$ cat src/rtl/mips_multicycle_controller.sv
// Multicycle MIPS control unit: Moore main FSM, combinational ALU decoder and PC-enable logic.
// Outputs decode the current state in the same cycle (pcen also follows zero); no backpressure, one state per clock.
module mips_multicycle_controller (
    input  logic       clk,
    input  logic       reset,
    input  logic [5:0] opcode,
    input  logic [5:0] funct,
    input  logic       zero,
    output logic       pcen,
    output logic       irwrite,
    output logic       regwrite,
    output logic       memwrite,
    output logic       alusrca,
    output logic       iord,
    output logic       memtoreg,
    output logic       regdst,
    output logic [1:0] alusrcb,
    output logic [1:0] pcsrc,
    output logic [2:0] alucontrol
);

    localparam logic [5:0] OP_RTYPE = 6'h00;
    localparam logic [5:0] OP_J     = 6'h02;
    localparam logic [5:0] OP_BEQ   = 6'h04;
    localparam logic [5:0] OP_ADDI  = 6'h08;
    localparam logic [5:0] OP_LW    = 6'h23;
    localparam logic [5:0] OP_SW    = 6'h2B;

    localparam logic [5:0] FN_ADD = 6'h20;
    localparam logic [5:0] FN_SUB = 6'h22;
    localparam logic [5:0] FN_AND = 6'h24;
    localparam logic [5:0] FN_OR  = 6'h25;
    localparam logic [5:0] FN_SLT = 6'h2A;

    typedef enum logic [3:0] {
        S_FETCH, S_DECODE, S_MEMADR, S_MEMRD, S_MEMWB, S_MEMWR,
        S_RTYPEEX, S_RTYPEWB, S_BEQEX, S_ADDIEX, S_ADDIWB, S_JEX
    } state_t;

    typedef enum logic [1:0] {
        ALUOP_ADD   = 2'b00,
        ALUOP_SUB   = 2'b01,
        ALUOP_FUNCT = 2'b10
    } aluop_t;

    state_t r_state;
    state_t w_next;
    aluop_t w_aluop;
    logic   w_pcwrite;
    logic   w_branch;
    logic   w_irwrite;
    logic   w_regwrite;
    logic   w_memwrite;

    always_ff @(posedge clk or negedge reset) begin
        if (!reset) r_state <= S_FETCH;
        else        r_state <= w_next;
    end

    always_comb begin
        w_next     = S_FETCH;
        w_pcwrite  = 1'b0;
        w_branch   = 1'b0;
        w_irwrite  = 1'b0;
        w_regwrite = 1'b0;
        w_memwrite = 1'b0;
        w_aluop    = ALUOP_ADD;
        alusrca    = 1'b0;
        iord       = 1'b0;
        memtoreg   = 1'b0;
        regdst     = 1'b0;
        alusrcb    = 2'b00;
        pcsrc      = 2'b00;
        case (r_state)
            S_FETCH: begin
                w_next    = S_DECODE;
                alusrcb   = 2'b01;
                w_irwrite = 1'b1;
                w_pcwrite = 1'b1;
            end
            S_DECODE: begin
                // Branch target is computed here so BEQEX only has to compare.
                alusrcb = 2'b11;
                case (opcode)
                    OP_LW, OP_SW: w_next = S_MEMADR;
                    OP_RTYPE:     w_next = S_RTYPEEX;
                    OP_BEQ:       w_next = S_BEQEX;
                    OP_ADDI:      w_next = S_ADDIEX;
                    OP_J:         w_next = S_JEX;
                    default:      w_next = S_FETCH;
                endcase
            end
            S_MEMADR: begin
                alusrca = 1'b1;
                alusrcb = 2'b10;
                case (opcode)
                    OP_LW:   w_next = S_MEMRD;
                    OP_SW:   w_next = S_MEMWR;
                    default: w_next = S_FETCH;
                endcase
            end
            S_MEMRD: begin
                w_next = S_MEMWB;
                iord   = 1'b1;
            end
            S_MEMWB: begin
                memtoreg   = 1'b1;
                w_regwrite = 1'b1;
            end
            S_MEMWR: begin
                iord       = 1'b1;
                w_memwrite = 1'b1;
            end
            S_RTYPEEX: begin
                w_next  = S_RTYPEWB;
                alusrca = 1'b1;
                w_aluop = ALUOP_FUNCT;
            end
            S_RTYPEWB: begin
                regdst     = 1'b1;
                w_regwrite = 1'b1;
            end
            S_BEQEX: begin
                alusrca  = 1'b1;
                w_aluop  = ALUOP_SUB;
                pcsrc    = 2'b01;
                w_branch = 1'b1;
            end
            S_ADDIEX: begin
                w_next  = S_ADDIWB;
                alusrca = 1'b1;
                alusrcb = 2'b10;
            end
            S_ADDIWB: w_regwrite = 1'b1;
            S_JEX: begin
                pcsrc     = 2'b10;
                w_pcwrite = 1'b1;
            end
            default: w_next = S_FETCH;
        endcase
    end

    always_comb begin
        alucontrol = 3'b010;
        case (w_aluop)
            ALUOP_SUB: alucontrol = 3'b110;
            ALUOP_FUNCT: begin
                case (funct)
                    FN_ADD:  alucontrol = 3'b010;
                    FN_SUB:  alucontrol = 3'b110;
                    FN_AND:  alucontrol = 3'b000;
                    FN_OR:   alucontrol = 3'b001;
                    FN_SLT:  alucontrol = 3'b111;
                    default: alucontrol = 3'b010;
                endcase
            end
            default: alucontrol = 3'b010;
        endcase
    end

    // Enables are gated by reset directly so writes stop the instant reset asserts.
    assign pcen     = reset & (w_pcwrite | (w_branch & zero));
    assign irwrite  = reset & w_irwrite;
    assign regwrite = reset & w_regwrite;
    assign memwrite = reset & w_memwrite;

endmodule

$ cat config.mk
export PLATFORM = sky130hd
export DESIGN_NAME = mips_multicycle_controller
export DESIGN_NICKNAME = d
export VERILOG_FILES = /design/src/rtl/mips_multicycle_controller.sv
export SDC_FILE = /design/constraint.sdc
export NUM_CORES = 1
export LEC_CHECK = 0
export ABC_AREA = 1
export CORE_UTILIZATION = 34
export CTS_CLUSTER_DIAMETER = 60
export CTS_CLUSTER_SIZE = 28
export DETAILED_ROUTE_END_ITERATION = 10
export GPL_TIMING_DRIVEN = 0
export PLACE_DENSITY = 0.85
export SLEW_MARGIN = 20
export SYNTH_ARGS = -nofsm -noshare
export SYNTH_HDL_FRONTEND = slang
export SYNTH_SLANG_ARGS = --single-unit
$ cat constraint.sdc
create_clock -name clk -period 1.95 [get_ports clk]
set_clock_uncertainty 0.2 [all_clocks]
set_input_delay 0.585 -clock clk [delete_from_list [all_inputs] [get_ports clk]]
set_output_delay 0.585 -clock clk [all_outputs]
set_load 0.02 [all_outputs]
==> key figures <==
Critical path
  • Arrival time worst endpoint: between 1500 and 2000 ps
  • Critical path's largest stage delay: ~400 ps
  • Cell repeated most along the worst path: sky130_fd_sc_hd__inv_2
  • Startpoint-to-endpoint class of the critical path: flip-flop to primary output
  • Critical path's top delay family: flip-flops
  • Type of destination of the critical path: primary output
  • Slack of the worst reg-to-reg path: 410 ps
  • Critical path depth: 9
  • Path depth of the worst reg2reg path: 9
  • Critical path endpoint: alucontrol[0]
  • Endpoint required time on the critical path: around 1200 ps
  • Startpoint of the most critical setup path: r_state[0]
  • Crit path launch type: flip-flop
  • CP Max Fanout: 3
  • Reg-to-reg critical path startpoint: r_state[0]
  • RR Endpoint: r_state[1]
  • Buf/Inv on CP: 4
  • Critical path, cell by cell: inv_2, nand2_4, nor2_4, inv_2, ha_4, inv_2, nand2_2, a21oi_4, buf_6
  • Slowest library cell on the worst path: sky130_fd_sc_hd__dfrtp_1

STA
  • Final setup fails: 14
  • Worst-case hold slack: 68.0 ps
  • Final hold violation count: 0
  • Part of the cycle the worst path needs: 124%
  • Minimum setup slack in the final design: -468 ps
  • Highest Clock Rate: 413 MHz
  • Slew margin rel.: about 84%
  • Slew of the pin with the lowest slew margin: 238 ps
  • Max Transition Viols Final: 0
  • Unrepaired setup endpoints after global routing: true
  • Minimum clock period after layout: 2420 ps

Flow run
  • Max-cap violation count: 0

Logic synthesis
  • Net count of the mapped netlist: 123
  • Count of flip-flops with a built-in enable after synthesis: 0
  • Share of flip-flops with an asynchronous set or reset: 100%
  • Number of library cell types mapped by synthesis: 14
  • Seq cells post-synth: 4
  • Synth Area per Inst: 5.18 um^2
  • Area of the mapped netlist: 549 um^2
  • List of most frequent post-synthesis cells: sky130_fd_sc_hd__inv_1, sky130_fd_sc_hd__nand2_1, sky130_fd_sc_hd__nor2_1, sky130_fd_sc_hd__nand3_1, sky130_fd_sc_hd__dfrtp_1
  • Cells after Synth: 106
  • Ranking of synthesized cells by area: sky130_fd_sc_hd__dfrtp_1, sky130_fd_sc_hd__inv_1, sky130_fd_sc_hd__nand2_1
  • Cell accounting for the most synthesized area: sky130_fd_sc_hd__dfrtp_1
  • Sequential share of the synthesized area: 18.2%
  • Share of the synthesized area in the top cell type: 18.2%
  • Number of warning messages in the yosys log: 0
  • Most instantiated flip-flop cell in the synthesis netlist: sky130_fd_sc_hd__dfrtp_1

Global routing
  • Global-route wire length before repair: roughly 3200 um
  • Number of global-route vias before repair: 774
  • Initial antenna violation count: 0
  • All-Layer GR Usage: 23.2%
  • Largest net degree at the start of global routing: 7
  • GR Overflow Total: 0

Floorplanning
  • I/O pins: 30
  • Total die area: between 1500 and 2000 um^2
  • Core box area: approximately 1500 um^2
  • DIE WIDTH: 42.2 um
  • Height of the die: 42.2 um
  • Initial standard-cell utilization of the core: 36.5%
  • Row Count: 14

Place
  • Dpl ws: -972 ps
  • Routability Congestion: around 0.86
  • Placed cell count: roughly 150
  • Quantity of I/O buffers inserted on ports: 29
  • Total half-perimeter wirelength after legalization and detailed placement: 1270 um

Clock tree
  • Root buf cell: sky130_fd_sc_hd__clkbuf_4
  • Clock input transition at the sequential cells of the worst setup and hold paths: 40 ps
  • Clock latency on the worst-skew pair: 240 ps
  • Number of clock buffers inserted by TritonCTS: 3
  • Total number of H-tree levels: 1
  • Max clock buf depth: 2
  • TritonCTS sink count: 4
  • CTS tree: done

Status
  • Outcome: finished with violations
  • Failing checks: negative setup slack

Layout
  • Combined area of the multi-input logic cells: roughly 520 um^2
  • Nets@finish: 175
  • Largest registers ranked by flip-flop count: r_state (4)
  • Layout overhead on the synthesized area: 118%
  • Largest register FFs: 4
  • Area occupied by registers: 101 um^2
  • Post-Route Utilization: 79.3%
  • Final-layout fill cell count: 105
  • Biggest register: r_state
  • Antenna fix cells: 0
  • Layout Cells excl Fill: 172
  • Layout cells sized above 1: 51.9%

Power
  • Power per unit of standard cell area: around 760 nW/um^2
  • Static Leakage: 0.673 nW
  • Worst IR drop on VDD: 0.770 mV

Routing
  • Overall via count from detail_route: between 900 and 1,000
  • Detailed-route vias per instance: 5.27
  • DRC violations left: 0
  • DR pass1 iterations: 6
  • 1st-iter DRT viols: 33
  • Routed wire per std cell: around 14 um
  • Post-DRT Antenna Nets: 0
  • Sum of routed wire length over all layers: between 2000 and 2500 um

Worst hold path
  • Worst hold path type: input pin to async pin
-- layout by cell type, fill, tap and decap left out, drive strengths merged, types with 2 or more instances in the layout --
| master | instances |
|---|---|
| clkbuf | 3 |
| nand2 | 27 |
| ha | 2 |
| buf | 33 |
| nand3 | 13 |
| dfrtp | 4 |
| nand4 | 3 |
| nand3b | 2 |
| a21oi | 3 |
| o21ai | 2 |
| inv | 26 |
| clkdlybuf4s50 | 6 |
| dlygate4sd2 | 7 |
| nor2 | 21 |
-- logic make-up after synthesis --
family                   share of synthesized area [%]
AO/OA/AOI/OAI                                     7.06
adder cells (fa/ha/maj)                           4.56
buffers and inverters                             17.8
flip-flops                                        18.2
AND/OR/NAND/NOR                                   52.4
-- worst min path at each step --
stage / to / depth (start not counted) / slack, ps / start
6_report: r_state[0] / 1 / 70 / reset
5_1_grt: r_state[0] / 1 / 70 / reset
4_1_cts: r_state[0] / 1 / 50 / reset
3_5_place_dp: r_state[2] / 4 / 510 / r_state[0]
3_3_place_gp: r_state[2] / 4 / 490 / r_state[0]
2_1_floorplan: r_state[0] / 0 / 90 / reset
-- area by class of cell --
cell class | count | area share, %
well taps | 16 | 1.68
repair buffers | 47 | 35.6
multi-input cells | 76 | 43.4
clock buffers | 3 | 1.88
flip-flops and latches | 4 | 8.48
inverters | 26 | 9.01
-- metrics by stage --
step	setup TNS, ps	cell area [um^2]	power (mW)
5_1_grt	-4080	1190	0.955
4_1_cts	-1760	1070	0.741
3_3_place_gp	-7520	907	0.510
3_5_place_dp	-7950	907	0.520
6_report	-3550	1190	0.912
2_1_floorplan	-103	597	0.356
-- report_power, final --
part / switching [mW] / total [mW] / leakage (nW) / internal (mW)
combinational: 0.376 / 0.683 / 0.607 / 0.308
clock: 0.0365 / 0.106 / 0.0138 / 0.0690
sequential: 0.0213 / 0.123 / 0.0516 / 0.102
-- timing repair --
item / in CTS / in global routing
setup buffers: 10 / 9
pin swaps: 15 / 11
hold buffers: 0 / 0
setup endpoints to repair: 15 / 14
resized for setup: 126 / 20
-- layer usage --
layer | wire [um] | track usage, % | vias to the layer above | share of wire (%)
met3 | 122 | 3.45 | 6 | 4.9
met2 | 1340 | 41.5 | 38 | 54
met4 | 40 | 7.50 | 0 | 1.6
met5 | 0 | 0 | - | 0
li1 | - | - | 429 | -
met1 | 991 | 27.9 | 433 | 40
-- worst register-to-register path, cell delays in order, from the launching register on --
cell,delay [ps]
sky130_fd_sc_hd__dfrtp_1,400
sky130_fd_sc_hd__buf_4,150
sky130_fd_sc_hd__buf_6,120
sky130_fd_sc_hd__nand2_4,90
sky130_fd_sc_hd__inv_4,50
sky130_fd_sc_hd__nand2_2,90
sky130_fd_sc_hd__buf_4,120
sky130_fd_sc_hd__nand2_1,40
sky130_fd_sc_hd__nor2_1,90
sky130_fd_sc_hd__nand2_1,70
Note: power is estimated with default switching activity, not from simulation.
